### src/rtl/pack_pkg.sv
// pack_pkg: shared state encoding, default COM symbol and counter-width helper for pack_n_to_w.
package pack_pkg;
  typedef enum logic [1:0] {HUNT = 2'd0, ALIGN = 2'd1, LOCKED = 2'd2} state_t;
  localparam logic [7:0] COM_DEFAULT = 8'hBC;
  function automatic int cnt_w(input int n);
    return (n < 2) ? 1 : $clog2(n);
  endfunction
endpackage

### src/rtl/com_align_fsm.sv
// com_align_fsm: HUNT/ALIGN/LOCKED tracking, lock counter, sinc and err_align generation.
module com_align_fsm
  import pack_pkg::*;
#(
  parameter int LOCK_CNT = 4
) (
  input  logic   clk_f,
  input  logic   reset,
  input  logic   acc,
  input  logic   is_com,
  input  logic   lane_zero,
  input  logic   word_done,
  output state_t state,
  output logic   sinc,
  output logic   err_align
);
  localparam int CW = cnt_w(LOCK_CNT + 1);
  state_t state_q, state_d;
  logic [CW-1:0] lock_q, lock_d;
  logic sinc_q, sinc_d, err_q, err_d, misalign;
  always_comb begin
    misalign = acc && is_com && !lane_zero && state_q != HUNT;
    state_d = state_q;
    lock_d = lock_q;
    err_d = 1'b0;
    if (state_q == HUNT) begin
      state_d = (acc && is_com) ? ALIGN : HUNT;
    end else if (misalign) begin
      state_d = ALIGN;
      lock_d = '0;
      err_d = state_q == LOCKED;
    end else if (word_done && state_q == ALIGN) begin
      lock_d = lock_q + 1'b1;
      if (lock_d == CW'(LOCK_CNT)) begin
        state_d = LOCKED;
        lock_d = '0;
      end
    end
    sinc_d = state_d == LOCKED;
  end
  always_ff @(posedge clk_f or negedge reset) begin
    if (!reset) begin
      state_q <= HUNT;
      lock_q <= '0;
      sinc_q <= 1'b0;
      err_q <= 1'b0;
    end else begin
      state_q <= state_d;
      lock_q <= lock_d;
      sinc_q <= sinc_d;
      err_q <= err_d;
    end
  end
  assign state = state_q;
  assign sinc = sinc_q;
  assign err_align = err_q;
endmodule

### src/rtl/pack_n_to_w.sv
// pack_n_to_w: aligns IN_W-bit symbols to COM and packs RATIO of them into one OUT_W word.
// Optional PACK_FLUSH_EN: emits partial words on input gaps while locked, with be_out lane marks.
module pack_n_to_w
  import pack_pkg::*;
#(
  parameter int               IN_W     = 8,
  parameter int               RATIO    = 4,
  parameter logic [IN_W-1:0]  COM_SYM  = IN_W'(COM_DEFAULT),
  parameter int               LOCK_CNT = 4,
  localparam int              OUT_W    = IN_W * RATIO
) (
  input  logic             clk_f,
  input  logic             reset,
  input  logic [IN_W-1:0]  data_input,
  input  logic             valid_input,
  output logic [OUT_W-1:0] data_out,
  output logic             valid_out,
  output logic             sinc,
`ifdef PACK_FLUSH_EN
  output logic [RATIO-1:0] be_out,
`endif
  output logic             err_align
);
  localparam int LW = cnt_w(RATIO);
  state_t state;
  logic is_com, lane_zero, word_done, valid_q, valid_d;
  logic [LW-1:0] lane_q, lane_d;
  logic [OUT_W-1:0] part_q, part_d, word, data_q, data_d;
`ifdef PACK_FLUSH_EN
  logic [RATIO-1:0] be_q, be_d;
`endif
  always_comb begin
    is_com = data_input == COM_SYM;
    lane_zero = lane_q == '0;
    word_done = valid_input && !is_com && state != HUNT && lane_q == LW'(RATIO - 1);
    word = part_q;
    for (int i = 0; i < RATIO; i++)
      if (lane_q == LW'(i)) word[OUT_W-1-i*IN_W -: IN_W] = data_input;
    lane_d = lane_q;
    part_d = part_q;
    data_d = data_q;
    valid_d = 1'b0;
`ifdef PACK_FLUSH_EN
    be_d = be_q;
`endif
    // A COM in HUNT or at a non-zero lane restarts the word with COM in lane 0
    if (valid_input && is_com && (state == HUNT || !lane_zero)) begin
      part_d = {COM_SYM, {(OUT_W - IN_W){1'b0}}};
      lane_d = LW'(1);
    end else if (valid_input && state != HUNT) begin
      if (word_done) begin
        part_d = '0;
        lane_d = '0;
        if (state == LOCKED) begin
          data_d = word;
          valid_d = 1'b1;
`ifdef PACK_FLUSH_EN
          be_d = '1;
`endif
        end
      end else begin
        part_d = word;
        lane_d = lane_q + 1'b1;
      end
    end
`ifdef PACK_FLUSH_EN
    else if (!valid_input && state == LOCKED && !lane_zero) begin
      data_d = part_q;
      valid_d = 1'b1;
      be_d = ~({RATIO{1'b1}} >> lane_q);
      part_d = '0;
      lane_d = '0;
    end
`endif
  end
  always_ff @(posedge clk_f or negedge reset) begin
    if (!reset) begin
      lane_q <= '0;
      part_q <= '0;
      data_q <= '0;
      valid_q <= 1'b0;
`ifdef PACK_FLUSH_EN
      be_q <= '0;
`endif
    end else begin
      lane_q <= lane_d;
      part_q <= part_d;
      data_q <= data_d;
      valid_q <= valid_d;
`ifdef PACK_FLUSH_EN
      be_q <= be_d;
`endif
    end
  end
  com_align_fsm #(.LOCK_CNT(LOCK_CNT)) u_fsm (
    .clk_f    (clk_f),
    .reset    (reset),
    .acc      (valid_input),
    .is_com   (is_com),
    .lane_zero(lane_zero),
    .word_done(word_done),
    .state    (state),
    .sinc     (sinc),
    .err_align(err_align)
  );
  assign data_out = data_q;
  assign valid_out = valid_q;
`ifdef PACK_FLUSH_EN
  assign be_out = be_q;
`endif
endmodule

### config.mk
export PLATFORM = sky130hd
export DESIGN_NAME = pack_n_to_w
export DESIGN_NICKNAME = d
export VERILOG_FILES = /design/src/rtl/pack_pkg.sv /design/src/rtl/com_align_fsm.sv /design/src/rtl/pack_n_to_w.sv
export SDC_FILE = /design/constraint.sdc
export NUM_CORES = 1
export LEC_CHECK = 0
export CORE_MARGIN = 2
export CORE_UTILIZATION = 51
export CTS_BUF_LIST = sky130_fd_sc_hd__clkbuf_4
export DETAILED_ROUTE_END_ITERATION = 10
export GPL_TIMING_DRIVEN = 0
export PLACE_DENSITY = 0.75
export SKIP_CTS_REPAIR_TIMING = 1
export SYNTH_ARGS = -nofsm -noshare
export SYNTH_HDL_FRONTEND = slang
export SYNTH_SLANG_ARGS = --single-unit
### constraint.sdc
create_clock -name clk_f -period 2.1 [get_ports clk_f]
set_input_delay 0.21 -clock clk_f [delete_from_list [all_inputs] [get_ports clk_f]]
set_output_delay 0.21 -clock clk_f [all_outputs]
set_load 0.02 [all_outputs]
==> results by group <==
Outcome
  – Status: finished with violations
  – Failing checks: DRC

Route
  – DR iter-0 viols: 185
  – ANT nets after route: 0
  – WL per Instance: 17.9 µm
  – Wirelength, routed: 7730 µm
  – Vias: 2573
  – Drt first pass iters: 10
  – Via density: 5.96
  – Post-route DRC violation count: 3

Floorplan
  – Initial Util: 53.2%
  – Chip width: 85.9 µm
  – Die area: 7380 µm²
  – Core area: 6420 µm²
  – # rows: 29
  – I/O Pins: 46
  – Die Height: 85.9 µm

Synth
  – Post-synth cell types: 39
  – Async SR Flop Fraction: 100%
  – Syn Area/Cell: 11.4 µm²
  – Mapped Nets: 318
  – Synth Warn #: 0
  – Top cell type's share of synthesized area: 54.2%
  – Top post-synthesis cells by area: dfrtp_1 54%, mux2i_1 11%, a21oi_1 5.6%
  – Synthesized cell area: 3420 µm²
  – Mapped Cells: 301
  – Sequential element share of the synthesized area: 54.2%
  – Number of flops mapped to enable cells by yosys: 0
  – Synth area leader: dfrtp_1
  – Most used DFF post-synth: dfrtp_1
  – Flops & latches, synth: 74

Setup path
  – Slowest cell delay on critical path: 0.43 ns
  – Slowest-stage cell, CP: dfrtp_1
  – Kind of cell adding the most delay to the critical path: compound AO/OA/AOI/OAI gates
  – Ordered list of cells on the worst path: ha_1 > buf_2 > nand4b_1 > a21oi_1 > o21ai_0 > a32o_1
  – CP required: 2.42 ns
  – WS Path Type: reg -> reg
  – Worst-path fanout max: 10
  – Worst endpoint data arrival time: 2.29 ns
  – Worst setup SP type: register
  – CP Capture Type: register
  – Crit path buf inv count: 1

Pwr
  – Lkg Pwr: 0.00191 µW
  – Gate power share: 23.0%
  – VDD IR-drop max: 0.384 mV
  – Switching pwr: 1090 µW
  – Sw Ratio: 28.6%
  – Pwr/cell area: 930 nW/µm²
  – Flop pwr share: 45.4%
  – Clk pwr share: 31.7%
  – Int Pwr: 2720 µW

STA
  – Setup violators final: 0
  – FMAX: 0.508 GHz
  – Worst setup margin: 0.132 ns
  – Tcrit/Tclk final: 93.7%
  – Final Hold Fails: 0
  – Slew HR: 38.1%
  – Final Max Slew Viols: 0
  – Clock skew: 0.0151 ns
  – Unrepaired setup endpoints after global routing: false
  – Tmin final: 1.97 ns
  – Worst Tran Pin Value: 0.929 ns

Global routing
  – GRT Total Usage: 22.2%
  – Number of global-route vias before repair: 2521
  – Initial antenna violation count: 0
  – First-pass GRT wire length: 12700 µm
  – Gr ovfl total: 0
  – Largest net degree at the start of global routing: 75

Placement
  – Port-buffer cells: 37
  – Cell Area, Placed: 3880 µm²
  – Final GP Congestion: 0.880
  – Detailed placer's ending HPWL: 4970 µm
  – Worst slack, placed: -0.187 ns

CTS
  – Worst-path clk slew: 0.12 ns
  – CTS Buf Count: 9
  – CTS max path bufs: 2
  – CTS tree: done
  – Clock Sinks: 74
  – CTS Root Buffer Type: clkbuf_4
  – Worst skew pair latency: 0.42 ns
  – Clock H-tree levels: 3

Finish
  – Layout cells sized above 1: 12.4%
  – Most common cell after layout, fill and taps aside: dfrtp_1
  – # diodes: 0
  – Most frequent cells in the layout: 74 x dfrtp_1, 39 x nor2_1, 38 x a21oi_1, 38 x mux2i_1, 36 x clkdlybuf4s50_1
  – Layout area overhead: 19.8%
  – Nets: 367
  – Final core occ: 63.8%
  – Design area: 4100 µm²

Hold path
  – Hold Crit Class: in -> reg

Job
  – Max_cap viols: 0
-- synthesized netlist by cell type (2+ instances only) --
library cell and instances:
a2111oi_4 2, a21oi_1 38, a22o_1 21, a32o_1 2, and2_1 3, buf_2 14
buf_4 2, clkbuf_1 6, dfrtp_1 74, ha_1 6, inv_1 5, mux2_2 2
mux2i_1 38, nand2_1 5, nand3_1 2, nand4b_1 2, nor2_1 39, o21a_1 6
o21ai_0 14
-- worst reg2reg max path: cells and delay by family, from the launching register on --
family / cells / cell delay, ns
AOI/OAI and AO/OA: 3 / 0.87
and+or+nand+nor: 1 / 0.12
buffers and inverters: 1 / 0.26
adders and majority gates: 1 / 0.19
DFF: 1 / 0.43
-- area by class of cell --
cell class | count | area, µm²
buffer | 24 | 126
clock buffer | 9 | 67.6
clock inverter | 7 | 131
fill | 530 | 2330
inverter | 5 | 18.8
multi-input combinational | 198 | 1430
sequential | 74 | 1850
tap | 77 | 96.3
timing repair buffer | 38 | 378
-- metrics by stage --
stage	hold slack, ns	std cells	TNS [ns]	power (µW)
6_report	0.0839	432	0	3810
5_1_grt	0.0772	432	0	3990
4_1_cts	-0.0574	431	-0.123	3820
3_5_place_dp	0.407	415	-4.82	2620
3_3_place_gp	0.468	415	-127.58	2570
2_1_floorplan	-0.0856	301	0	2410
-- state kept, by name (all words and copies together), names as in the netlist --
name,cells
part_q,32
u_fsm.state,2
u_fsm.sinc,1
data_out,32
u_fsm.err_align,1
u_fsm.lock_q,3
lane_q,2
valid_out,1
-- power by group through the flow --
stage / clock, µW / sequential, µW / combinational, µW
final: 1210 / 1730 / 874
after detailed placement: 0 / 1750 / 864
after global placement: 0 / 1740 / 837
after CTS: 1230 / 1730 / 869
after global routing: 1290 / 1750 / 953
after floorplan: 0 / 1720 / 691
-- cells by family (layout without fill, tap and decap cells) --
| group | after synthesis | count (layout) | share of synthesized area [%] |
|---|---|---|---|
| flip-flops | 74 | 74 | 54.2 |
| AO/OA/AOI/OAI | 91 | 91 | 18.5 |
| XOR/XNOR | 1 | 1 | 0.256 |
| AND/OR/NAND/NOR | 60 | 60 | 8.93 |
| buffers and inverters | 29 | 83 | 4.17 |
| adder cells (fa/ha/maj) | 6 | 6 | 2.20 |
| multiplexers | 40 | 40 | 11.8 |
-- routing by layer --
| metal | global-route usage [%] | part of all wire (%) | wire length, µm |
|---|---|---|---|
| met5 | 0 | 0 | 0 |
| met4 | 8.51 | 1.7 | 128 |
| met3 | 3.95 | 5.6 | 434 |
| met2 | 34.2 | 46 | 3550 |
| met1 | 31.5 | 47 | 3620 |
-- final timing paths --
path | startpoint | cells after the start | endpoint | slack [ns]
worst min-delay path | data_input[0] | 2 | part_q[16]$_DFFE_PN0P_ | 0.08
min in group asynchronous | reset | 2 | valid_out$_DFF_PN0_ | 0.44
worst min register to register | part_q[0]$_DFFE_PN0P_ | 1 | part_q[0]$_DFFE_PN0P_ | 0.50
max in group asynchronous | reset | 2 | u_fsm.state[1]$_DFF_PN0_ | 1.02
worst max register to register | lane_q[0]$_DFFE_PN0P_ | 6 | u_fsm.lock_q[2]$_DFFE_PN0P_ | 0.13
worst max-delay path | lane_q[0]$_DFFE_PN0P_ | 6 | u_fsm.lock_q[2]$_DFFE_PN0P_ | 0.13
Power figures use the tool's default switching activity.
